### config.mk
export PLATFORM = sky130hd
export DESIGN_NAME = pow_n
export DESIGN_NICKNAME = d
export VERILOG_FILES = /design/src/rtl/pow_pkg.sv /design/src/rtl/pow_n_seq_mul.sv /design/src/rtl/pow_n.sv
export SDC_FILE = /design/constraint.sdc
export NUM_CORES = 1
export LEC_CHECK = 0
export CAP_MARGIN = 10
export CORE_AREA = 2 2 142 283
export DETAILED_ROUTE_END_ITERATION = 7
export DIE_AREA = 0 0 144 285
export GPL_ROUTABILITY_DRIVEN = 0
export PLACE_DENSITY = 0.49
export SLEW_MARGIN = 20
export SYNTH_ARGS = -nofsm -noshare
export SYNTH_HDL_FRONTEND = slang
export SYNTH_SLANG_ARGS = --single-unit
### constraint.sdc
create_clock -name clk_i -period 6.1 [get_ports clk_i]
set_input_delay 0.61 -clock clk_i [delete_from_list [all_inputs] [get_ports clk_i]]
set_output_delay 0.61 -clock clk_i [all_outputs]
set_load 0.03 [all_outputs]
### src/rtl/pow_pkg.sv
// Shared definitions for the square-and-multiply power unit and its multiplier.
package pow_pkg;

  localparam int STATE_W = 3;

  typedef enum logic [STATE_W-1:0] {
    IDLE     = 3'd0,
    CHECK    = 3'd1,
    WAIT_ACC = 3'd2,
    SQR_CHK  = 3'd3,
    WAIT_SQR = 3'd4,
    DONE     = 3'd5
  } pow_state_e;

  // The accumulator must be able to hold the zero-extended base.
  function automatic bit widths_ok(input int x_w, input int y_w);
    return (x_w > 0) && (y_w >= x_w);
  endfunction

endpackage

### src/rtl/pow_n_seq_mul.sv
// Shift-add multiplier: one multiplier bit per cycle, done_o exactly W cycles
// after the start cycle, product held until the next start.
module seq_mul #(
  parameter int W = 24
) (
  input  logic           clk_i,
  input  logic           rst_i,
  input  logic [W-1:0]   a_bi,
  input  logic [W-1:0]   b_bi,
  input  logic           start_i,
  output logic           busy_o,
  output logic           done_o,
  output logic [2*W-1:0] y_bo
);

  localparam int CNT_W = $clog2(W + 1);

  logic [2*W-1:0] prod_q, prod_d;
  logic [2*W-1:0] mcand_q, mcand_d;
  logic [W-1:0]   mplier_q, mplier_d;
  logic [CNT_W-1:0] cnt_q, cnt_d;
  logic           busy_q, busy_d;
  logic           done;

  assign done = busy_q && (cnt_q == '0);

  always_comb begin
    prod_d   = prod_q;
    mcand_d  = mcand_q;
    mplier_d = mplier_q;
    cnt_d    = cnt_q;
    busy_d   = busy_q;

    if (start_i && (!busy_q || done)) begin
      // Bit 0 is folded into the load so W-1 further steps finish on time.
      prod_d   = b_bi[0] ? {{W{1'b0}}, a_bi} : '0;
      mcand_d  = {{W{1'b0}}, a_bi} << 1;
      mplier_d = b_bi >> 1;
      cnt_d    = CNT_W'(W - 1);
      busy_d   = 1'b1;
    end else if (busy_q) begin
      if (cnt_q == '0) begin
        busy_d = 1'b0;
      end else begin
        if (mplier_q[0]) prod_d = prod_q + mcand_q;
        mcand_d  = mcand_q << 1;
        mplier_d = mplier_q >> 1;
        cnt_d    = cnt_q - CNT_W'(1);
      end
    end
  end

  always_ff @(posedge clk_i or posedge rst_i) begin
    if (rst_i) begin
      prod_q   <= '0;
      mcand_q  <= '0;
      mplier_q <= '0;
      cnt_q    <= '0;
      busy_q   <= 1'b0;
    end else begin
      prod_q   <= prod_d;
      mcand_q  <= mcand_d;
      mplier_q <= mplier_d;
      cnt_q    <= cnt_d;
      busy_q   <= busy_d;
    end
  end

  assign busy_o = busy_q;
  assign done_o = done;
  assign y_bo   = prod_q;

endmodule

### src/rtl/pow_n.sv
// Sequential y = x^e via right-to-left square-and-multiply on one shared
// multiplier; result is x^e mod 2^Y_W with an overflow flag.
//
// state    | meaning
// IDLE     | waiting for start_i, outputs hold last result
// CHECK    | e_r==0 -> finish; odd -> launch acc*base
// WAIT_ACC | waiting for acc*base product
// SQR_CHK  | shift exponent; more bits -> launch base*base
// WAIT_SQR | waiting for base*base product
// DONE     | publish acc/ovf, pulse done_o
module pow_n
  import pow_pkg::*;
#(
  parameter int X_W = 8,
  parameter int E_W = 4,
  parameter int Y_W = 24
) (
  input  logic           clk_i,
  input  logic           rst_i,
  input  logic           start_i,
  input  logic [X_W-1:0] x_bi,
  input  logic [E_W-1:0] e_bi,
  output logic           busy_o,
  output logic           done_o,
  output logic [Y_W-1:0] y_bo,
  output logic           ovf_o
);

  if (!widths_ok(X_W, Y_W)) begin : g_bad_widths
    $error("pow_n: Y_W must be at least X_W");
  end

  pow_state_e state_q, state_d;
  logic [Y_W-1:0] base_q, base_d;
  logic [Y_W-1:0] acc_q, acc_d;
  logic [E_W-1:0] e_q, e_d;
  logic           ovf_r_q, ovf_r_d;
  logic [Y_W-1:0] y_q, y_d;
  logic           ovf_o_q, ovf_o_d;

  logic             mul_start;
  logic [Y_W-1:0]   mul_a;
  logic             mul_busy;
  logic             mul_done;
  logic [2*Y_W-1:0] mul_y;
  logic [E_W-1:0]   e_shr;

  assign e_shr = e_q >> 1;

  always_comb begin
    state_d   = state_q;
    base_d    = base_q;
    acc_d     = acc_q;
    e_d       = e_q;
    ovf_r_d   = ovf_r_q;
    y_d       = y_q;
    ovf_o_d   = ovf_o_q;
    mul_start = 1'b0;
    mul_a     = acc_q;

    unique case (state_q)
      IDLE: begin
        if (start_i) begin
          base_d  = Y_W'(x_bi);
          e_d     = e_bi;
          acc_d   = Y_W'(1);
          ovf_r_d = 1'b0;
          state_d = CHECK;
        end
      end
      CHECK: begin
        if (e_q == '0) begin
          state_d = DONE;
        end else if (e_q[0]) begin
          if (!mul_busy) begin
            mul_start = 1'b1;
            state_d   = WAIT_ACC;
          end
        end else begin
          state_d = SQR_CHK;
        end
      end
      WAIT_ACC: begin
        if (mul_done) begin
          acc_d   = mul_y[Y_W-1:0];
          ovf_r_d = ovf_r_q | (|mul_y[2*Y_W-1:Y_W]);
          state_d = SQR_CHK;
        end
      end
      SQR_CHK: begin
        // The final square would never be consumed, so it is skipped.
        if (e_shr == '0) begin
          e_d     = e_shr;
          state_d = DONE;
        end else if (!mul_busy) begin
          e_d       = e_shr;
          mul_start = 1'b1;
          mul_a     = base_q;
          state_d   = WAIT_SQR;
        end
      end
      WAIT_SQR: begin
        if (mul_done) begin
          base_d  = mul_y[Y_W-1:0];
          ovf_r_d = ovf_r_q | (|mul_y[2*Y_W-1:Y_W]);
          state_d = CHECK;
        end
      end
      DONE: begin
        y_d     = acc_q;
        ovf_o_d = ovf_r_q;
        state_d = IDLE;
      end
      default: state_d = IDLE;
    endcase
  end

  always_ff @(posedge clk_i or posedge rst_i) begin
    if (rst_i) begin
      state_q <= IDLE;
      base_q  <= '0;
      acc_q   <= '0;
      e_q     <= '0;
      ovf_r_q <= 1'b0;
      y_q     <= '0;
      ovf_o_q <= 1'b0;
    end else begin
      state_q <= state_d;
      base_q  <= base_d;
      acc_q   <= acc_d;
      e_q     <= e_d;
      ovf_r_q <= ovf_r_d;
      y_q     <= y_d;
      ovf_o_q <= ovf_o_d;
    end
  end

  seq_mul #(.W(Y_W)) u_mul (
    .clk_i   (clk_i),
    .rst_i   (rst_i),
    .a_bi    (mul_a),
    .b_bi    (base_q),
    .start_i (mul_start),
    .busy_o  (mul_busy),
    .done_o  (mul_done),
    .y_bo    (mul_y)
  );

  assign busy_o = (state_q != IDLE);
  assign done_o = (state_q == DONE);
  assign y_bo   = y_q;
  assign ovf_o  = ovf_o_q;

endmodule
==> results.sh <==
export IMPL_status="completed"
export IMPL_die_w_um=144
export IMPL_cts_sinks=205
export IMPL_yosysTopAreaCellShare_pct=44.54
export IMPL_clockBufferDepth=3
export IMPL_utilization_pct=33.86
export IMPL_rows=103
export IMPL_post_route_period_util_pct=62.29
export IMPL_slew_violations=0
export IMPL_end_kind="output port"
export IMPL_ys_ff_latch=205
export IMPL_synth_area_leaders="dfrtp_1 (45%), nand2_1 (11%), ha_1 (5.1%)"
export IMPL_synth_flop_cell="dfrtp_1"
export IMPL_ys_types=57
export IMPL_final_layout_size_suffix_gt1_share_pct=5.852
export IMPL_cts_clk_slew_worst_paths_ns=0.06
export IMPL_wirelength_mm=33.87
export IMPL_leakage_nw=6.236
export IMPL_final_hold_viol_count=0
export IMPL_numCtsBuffers=23
export IMPL_avgSynthCellArea_sq_um=8.519
export IMPL_p_int_mw=3.759
export IMPL_seqPwrFrac_pct=33.5
export IMPL_antenna_found_initial=0
export IMPL_port_buffers=41
export IMPL_die_h_um=285
export IMPL_drcViolationCount=0
export IMPL_dp_hpwl_mm=21.71
export IMPL_async_reset_ff_share_pct=100.0
export IMPL_p_clk_share_pct=20.8
export IMPL_p_sw_mw=3.022
export IMPL_fmax_mhz=263.2
export IMPL_via_per_inst=5.175
export IMPL_cts_resized=0
export IMPL_tns_ns=0
export IMPL_post_cts_repair_setup_buffers=0
export IMPL_synth_edf_count=0
export IMPL_hold_path_class="register to register"
export IMPL_htreeDepth=1
export IMPL_synthCells=1352
export IMPL_core_area_sq_um=39050
export IMPL_routedWlPerCell_um=17.90
export IMPL_comb_power_share_pct=45.7
export IMPL_area_growth_pct=14.79
export IMPL_drv_cap=0
export IMPL_grt_pass1_vias=9976
export IMPL_via_count=9791
export IMPL_cts_hold_fix_buffers=0
export IMPL_syn_cell_area_sq_um=11520
export IMPL_dieArea_sq_um=41040
export IMPL_fin_crit_ns=3.799
export IMPL_critPathKind="register to output port"
export IMPL_num_antenna_cells=0
export IMPL_fillers=4079
export IMPL_io_pins=42
export IMPL_cp_data_required_time_ns=5.49
export IMPL_layout_nets=1417
export IMPL_drtAntennaViolNets=0
export IMPL_critPathArrivalTime_ns=3.19
export IMPL_cts_tree="built"
export IMPL_grt_pass1_wl_mm=54.97
export IMPL_clock_latency_ns=0.54
export IMPL_skew_ns=0.01945
export IMPL_start_util_pct=29.49
export IMPL_ir_drop_uv=268.9
export IMPL_syn_nets=1415
export IMPL_final_setup_viol_count=0
export IMPL_clockRootBuffer="clkbuf_16"
export IMPL_grt_usage_pct=16.69
export IMPL_worst_slew_pin_slew_ns=0.8924
export IMPL_dr_pass1_iters=5
export IMPL_slew_headroom_pct=40.51
export IMPL_yosysTopAreaCell="dfrtp_1"
export IMPL_critPathLaunchType="register"
export IMPL_grt_max_degree=128
export IMPL_rsz0062_at_grt="no"
export IMPL_power_density_nw_per_um2=512.9
export IMPL_ys_seq_area_share_pct=44.54
export IMPL_drt_iter0_markers=653
export IMPL_yosys_warnings=0
export IMPL_swShare_pct=44.56
export IMPL_worst_path_max_fanout=26
export IMPL_overflow=0
-- cell families after synthesis --
logic type	share of synthesized area (%)
fa+ha+maj	5.280
flops	44.54
buf+inv	3.455
mux	4.541
compound gates	17.94
xor+xnor	2.814
simple gates	21.43
-- cells in the final DEF, fill, tap and decap left out, drive strengths merged, types with 16 or more instances in the layout --
cell type / netlist / routed
a22oi: 22 / 22
dfrtp: 205 / 205
xnor2: 24 / 24
nand2: 352 / 352
mux2i: 41 / 41
ha: 47 / 47
and3: 17 / 17
clkbuf: 76 / 35
a21o: 27 / 27
nand3: 72 / 72
inv: 24 / 24
a21oi: 88 / 88
nor2: 54 / 54
o21ai: 110 / 110
buf: 4 / 16
nor3: 16 / 16
clkdlybuf4s50: 0 / 41
-- metrics by stage --
| step | setup slack [ns] | area, sq um | total power, mW | std cells | hold WS (ns) |
|---|---|---|---|---|---|
| global placement | 2.841 | 12460 | 5.328 | 1854 | 0.4617 |
| global route | 2.056 | 13220 | 7.291 | 1892 | 0.5048 |
| CTS | 2.177 | 13220 | 6.836 | 1892 | 0.4778 |
| detailed placement | 2.753 | 12460 | 5.380 | 1854 | 0.4623 |
| floorplan | 2.832 | 11520 | 4.405 | 1352 | 0.4464 |
| finish | 2.301 | 13220 | 6.781 | 1892 | 0.4731 |
-- sequential cells by signal, indices dropped and copies added (netlist names) --
name,count
acc_q,24
base_q,24
e_q,4
ovf_o,1
ovf_r_q,1
state_q,3
u_mul.busy_o,1
u_mul.cnt_q,5
u_mul.mcand_q,47
u_mul.mplier_q,23
u_mul.y_bo,48
y_bo,24
-- layer usage --
metal	part of all wire (%)	up-vias	wire length, um	track usage, %
met4	2.4	0	829	4.853
met2	49	208	16480	27.99
met5	0	-	0	0
li1	-	4718	-	-
met3	3.9	56	1317	1.562
met1	45	4809	15250	22.77
-- synthesized netlist by cell type (17+ instances only) --
cell type / instances
o21ai_0: 105
ha_1: 47
nor2_1: 54
xnor2_1: 24
mux2i_1: 41
nand2_1: 352
and3_1: 17
dfrtp_1: 205
nand3_1: 72
a22oi_1: 22
a21o_1: 27
a21oi_1: 88
inv_1: 24
clkbuf_1: 74
-- worst max-delay path: stages, from the launching register on --
cell and delay [ns]:
dfrtp_1 0.57, nand3b_1 0.16, buf_4 0.30, clkinv_1 0.78, clkdlybuf4s50_1 0.83
-- cell type report --
class	count	area, sq um	share of cell area [%]
clock buffer	35	700.7	5.300
clock inverter	3	55.05	0.4164
inverter	25	97.59	0.7382
multi-input combinational	1042	6037	45.67
sequential	205	5130	38.80
tap	525	656.9	4.969
timing repair buffer	57	543.0	4.108
-- power by group through the flow --
stage	Combinational, mW	Clock, mW	Sequential [mW]
after global placement	3.05	0	2.28
after floorplan	2.21	0	2.20
after detailed placement	3.09	0	2.29
final	3.10	1.41	2.27
after CTS	3.10	1.46	2.27
after global routing	3.45	1.49	2.34
-- path summary, 6_finish.rpt --
| path | cells past startpoint | to | start | slack (ns) |
|---|---|---|---|---|
| max in group asynchronous | 3 | acc_q[15] | rst_i | 4.42 |
| hold / removal | 2 | y_bo[18] | y_bo[18] | 0.47 |
| hold reg to reg | 2 | y_bo[18] | y_bo[18] | 0.47 |
| setup reg to reg | 10 | u_mul.y_bo[46] | u_mul.y_bo[2] | 2.78 |
| min in group asynchronous | 2 | u_mul.mcand_q[44] | rst_i | 0.51 |
| setup / recovery | 4 | done_o | state_q[1] | 2.30 |
(Power assumes the default switching activity.)
==> RTL edit 1: new RTL, config.mk and constraints unchanged <==
`X_W`: 8 -> 6.
--- a/src/rtl/pow_n.sv
+++ b/src/rtl/pow_n.sv
@@ -12,5 +12,5 @@
   import pow_pkg::*;
 #(
-  parameter int X_W = 8,
+  parameter int X_W = 6,
   parameter int E_W = 4,
   parameter int Y_W = 24
Interface: changed (resized x_bi); port bits go from 42 to 40. The function was not compared with the original's and may differ.
==> RTL edit 1 against the unedited design <==
  * Core utilization down 0.058 points
  * Cell area down 0.17%
  * Fmax up 12%
  * Cell count up 1.2%
  * Combinational power up 2%
  * Wire length down 2.9%
  * Worst setup slack better by 410 ps
  * Sequential power about the same
  * Clock power about the same
  * Power up 0.84%
  * Synthesized area up 0.81%
  * Sequential cell count unchanged
  * Critical path type unchanged
  * Critical endpoint unchanged
==> RTL edit 1: results (changes against the unedited design) <==
.. list-table::
   :header-rows: 1

   * - Metric
     - Value
   * - Maximum number of pins on one net before global-route repair
     - 151 (was 128)
   * - Port Buffer Count
     - 39 (was 41)
   * - DRC violation total after the first TritonRoute iteration
     - 580 (was 653)
   * - Post-DP HPWL
     - 22,200 um (was 21,700 um)
   * - Post-route clock skew
     - 10.4 ps (was 19.5 ps)
   * - Unique cell type count in the Yosys netlist
     - 69 (was 57)
   * - All-layer global routing usage
     - 16.3% (was 16.7%)
   * - Run status
     - completed (unchanged)
   * - Stage delay of the slowest cell on the critical path
     - 770 ps (was 830 ps)
   * - Hold Path End
     - y_bo[12] (was y_bo[18])
   * - Pre-CTS WS
     - 2980 ps (was 2750 ps)
   * - Data arrival time of the critical path
     - 2780 ps (was 3190 ps)
   * - Min-Delay Startpoint
     - y_bo[12] (was y_bo[18])
   * - Worst Hold Slack
     - 472 ps (was 473 ps)
   * - Post-DP Area
     - 0.0124 sq mm (was 0.0125 sq mm)
   * - Mean post-synth cell area
     - 8.41 sq um (was 8.52 sq um)
   * - Number of global-route vias before repair
     - 10,100 (was 9,976)
   * - Complex-gate fraction of the synthesized area
     - 17.0% (was 17.9%)
   * - Relative slew slack
     - 32.2% (was 40.5%)
   * - Cell types with the largest area share after synthesis
     - sky130_fd_sc_hd__dfrtp_1, sky130_fd_sc_hd__nand2_1, sky130_fd_sc_hd__ha_1 (unchanged)
   * - M1 wire length
     - 14,700 um (was 15,200 um)
   * - Most frequent cells after synthesis
     - sky130_fd_sc_hd__nand2_1, sky130_fd_sc_hd__dfrtp_1, sky130_fd_sc_hd__a21oi_1 (was sky130_fd_sc_hd__nand2_1, sky130_fd_sc_hd__dfrtp_1, sky130_fd_sc_hd__o21ai_0)
   * - Largest fanout of any net on the critical path
     - 27 (was 26)
   * - Mux share of post-synthesis cell area
     - 3.09% (was 4.54%)
   * - Seq/Total Area, Yosys
     - 44.2% (was 44.5%)
   * - Endpoint of the lowest-slack register-to-register path
     - u_mul.y_bo[47] (was u_mul.y_bo[46])
   * - Share of post-route cells with drive strength above 1
     - 7.06% (was 5.85%)
   * - Xor/xnor share of the synthesized area
     - 3.47% (was 2.81%)
   * - Final nets
     - 1,433 (was 1,417)
[RTL edit 1: kinds of logic (layout without fill, tap and decap cells)]
logic type	after synthesis	after routing
AND/OR/NAND/NOR	618	618
multiplexers	34	34
AO/OA/AOI/OAI	321	321
buffers and inverters	108	117
flip-flops	205	205
adder cells (fa/ha/maj)	48	48
XOR/XNOR	46	46
[RTL edit 1: worst max path at each step]
stage	slack, ps	startpoint	cells after the start	endpoint
global route	2520	state_q[0]	4	done_o
finish	2710	state_q[0]	4	done_o
global placement	3060	u_mul.cnt_q[0]	11	u_mul.y_bo[21]
CTS	2650	state_q[1]	4	done_o
detailed placement	2980	u_mul.y_bo[1]	12	u_mul.y_bo[47]
floorplan	2830	rst_i	1	acc_q[0]
[RTL edit 1: routing by layer]
layer	up-vias	track usage, %
li1	4766	-
met1	4782	21.2
met2	185	27.7
met3	53	1.65
met4	0	6.52
met5	-	0
[RTL edit 1: worst register-to-register path: stages (launching register included)]
cell and delay, ps:
sky130_fd_sc_hd__dfrtp_1 400, sky130_fd_sc_hd__ha_1 200, sky130_fd_sc_hd__inv_1 60, sky130_fd_sc_hd__fa_1 400
sky130_fd_sc_hd__nand2b_1 180, sky130_fd_sc_hd__a21o_1 180, sky130_fd_sc_hd__a31o_2 230, sky130_fd_sc_hd__o21a_1 210
sky130_fd_sc_hd__o22ai_1 300, sky130_fd_sc_hd__a31o_2 250, sky130_fd_sc_hd__nor2_1 80, sky130_fd_sc_hd__and4_1 200
sky130_fd_sc_hd__o32a_1 360
[RTL edit 1: final cells by class]
class	count	area [sq um]
Timing Repair Buffer	55	523
Multi-Input combinational cell	1067	6050
Inverter	20	78.8
Sequential cell	205	5130
Tap cell	525	657
Clock buffer	31	646
Clock inverter	11	111
Fill cell	4126	25900
[RTL edit 1: where the power goes]
group	total, mW	switching (mW)	internal (mW)
logic	3.16	2.06	1.10
registers	2.27	0.450	1.82
clock network	1.41	0.580	0.828
total	6.84	3.09	3.75
==> RTL edit 2: new RTL, config.mk and constraints unchanged <==
Without the edit above. The 6 states of `pow_state_e` get a Gray code encoding in 3 bits.
--- a/src/rtl/pow_pkg.sv
+++ b/src/rtl/pow_pkg.sv
@@ -4,11 +4,11 @@
   localparam int STATE_W = 3;
 
-  typedef enum logic [STATE_W-1:0] {
-    IDLE     = 3'd0,
-    CHECK    = 3'd1,
-    WAIT_ACC = 3'd2,
-    SQR_CHK  = 3'd3,
-    WAIT_SQR = 3'd4,
-    DONE     = 3'd5
+  typedef enum logic [2:0] {
+    IDLE     = 3'b000,
+    CHECK    = 3'b001,
+    WAIT_ACC = 3'b011,
+    SQR_CHK  = 3'b010,
+    WAIT_SQR = 3'b110,
+    DONE     = 3'b111
   } pow_state_e;
 
Formal check against the unedited RTL: same outputs for any inputs over 10 cycles, from zero or initial values and one cycle with rst_i high; not proved beyond that.
==> RTL edit 2 against the unedited design <==
  * Sequential share of layout area is 0.061 points higher
  * Worst setup slack better by 620 ps
  * Sequential cell count stayed put
  * Cell area is 0.13% lower
  * Power is 9.5% higher
  * Global-route usage is 0.97 points lower
  * Synthesized area is 0.50% higher
  * Non-clock buffer count is 2 lower
  * Wire length is 6.4% lower
  * Synthesized cell count is 3.2% lower
==> RTL edit 2: results (changes against the unedited design) <==
.. list-table::
   :header-rows: 1

   * - Metric
     - Value
   * - Run status
     - completed (unchanged)
   * - Cell types with the largest area share after synthesis
     - sky130_fd_sc_hd__dfrtp_1, sky130_fd_sc_hd__nand2_1, sky130_fd_sc_hd__ha_1 (unchanged)
   * - Most frequent cells after synthesis
     - sky130_fd_sc_hd__nand2_1, sky130_fd_sc_hd__dfrtp_1, sky130_fd_sc_hd__a21oi_1 (was sky130_fd_sc_hd__nand2_1, sky130_fd_sc_hd__dfrtp_1, sky130_fd_sc_hd__o21ai_0)
   * - First-pass detailed-route iteration total
     - 4 (was 5)
   * - Switching part of the total
     - 44.2% (was 44.6%)
   * - Pre-CTS WS
     - 2910 ps (was 2750 ps)
   * - Combined area of the multi-input logic cells
     - 0.00608 sq mm (was 0.00604 sq mm)
   * - DRC violation total after the first TritonRoute iteration
     - 510 (was 653)
   * - Per-cell routed wire length
     - 17.2 um (was 17.9 um)
   * - Comb pwr share
     - 47.9% (was 45.7%)
   * - All-layer global routing usage
     - 15.7% (was 16.7%)
   * - Flop pwr share
     - 33.3% (was 33.5%)
   * - Unique cell type count in the Yosys netlist
     - 69 (was 57)
   * - Static power due to leakage
     - 5.84 nW (was 6.24 nW)
   * - Seq/Total Area, Yosys
     - 44.3% (was 44.5%)
   * - Syn_nets
     - 1,372 (was 1,415)
   * - Mean post-synth cell area
     - 8.84 sq um (was 8.52 sq um)
   * - Share of post-route cells with drive strength above 1
     - 9.69% (was 5.85%)
   * - Global-route wire length before repair
     - 52,100 um (was 55,000 um)
   * - Number of clock buffers inserted by TritonCTS
     - 22 (was 23)
   * - Non-filler cells, final
     - 1,846 (was 1,892)
   * - Number of global-route vias before repair
     - 9,636 (was 9,976)
   * - Cells after DPL
     - 1,808 (was 1,854)
   * - Data arrival time of the critical path
     - 3560 ps (was 3190 ps)
   * - Post-route clock skew
     - 16.4 ps (was 19.5 ps)
   * - Post-DP HPWL
     - 20,800 um (was 21,700 um)
   * - Post-DP Area
     - 0.0125 sq mm (about the same)
   * - Critical-path cell with the highest stage delay
     - sky130_fd_sc_hd__nor2b_4 (was sky130_fd_sc_hd__clkdlybuf4s50_1)
   * - Cell family with most CP delay
     - simple AND/OR/NAND/NOR gates (was buffers and inverters)
   * - Maximum number of pins on one net before global-route repair
     - 135 (was 128)
   * - Power attributed to combinational cells
     - 3.55 mW (was 3.10 mW)
   * - Relative slew slack
     - 33.0% (was 40.5%)
   * - Fillcell total
     - 4,051 (was 4,079)
==> RTL edit 2: cell types whose count changed in the layout (fill, tap and decap cells not counted), sizes merged, moves of 13 or more <==
cell / delta
a21oi: +31
a31oi: +19
and3: -13
mux2: +36
mux2i: -18
nand2: -88
nand3: -22
nor2: +21
==> RTL edit 2: routing by layer <==
layer | routed length (um) | track usage, %
met1 | 14500 | 20.8
met2 | 15300 | 26.7
met3 | 1150 | 1.81
met4 | 752 | 4.93
met5 | 0 | 0
==> RTL edit 2: logic make-up (layout without fill, tap and decap cells) <==
kind of cell,Yosys count,after routing,synth area share [%]
simple gates,473,473,17.9
compound gates,381,381,20.0
flops,205,205,44.3
buf+inv,99,111,3.46
mux,69,69,6.46
fa+ha+maj,48,48,5.25
xor+xnor,34,34,2.57
==> RTL edit 2: final timing paths <==
check / start / end / slack (ps) / cells after the start
setup / recovery: state_q[1] / u_mul.y_bo[21] / 2920 / 9
hold / removal: u_mul.mplier_q[10] / u_mul.mplier_q[10] / 480 / 2
setup reg to reg: state_q[1] / u_mul.y_bo[21] / 2920 / 9
hold reg to reg: u_mul.mplier_q[10] / u_mul.mplier_q[10] / 480 / 2
max in group asynchronous: rst_i / u_mul.y_bo[42] / 4700 / 3
min in group asynchronous: rst_i / acc_q[8] / 640 / 3
==> RTL edit 2: layout make-up <==
cell class	count	area share (%)
Multi-Input combinational cell	1005	46.1
Sequential cell	205	38.9
Clock buffer	34	5.20
Tap cell	525	4.98
Timing Repair Buffer	55	4.00
Inverter	18	0.540
Clock inverter	4	0.360
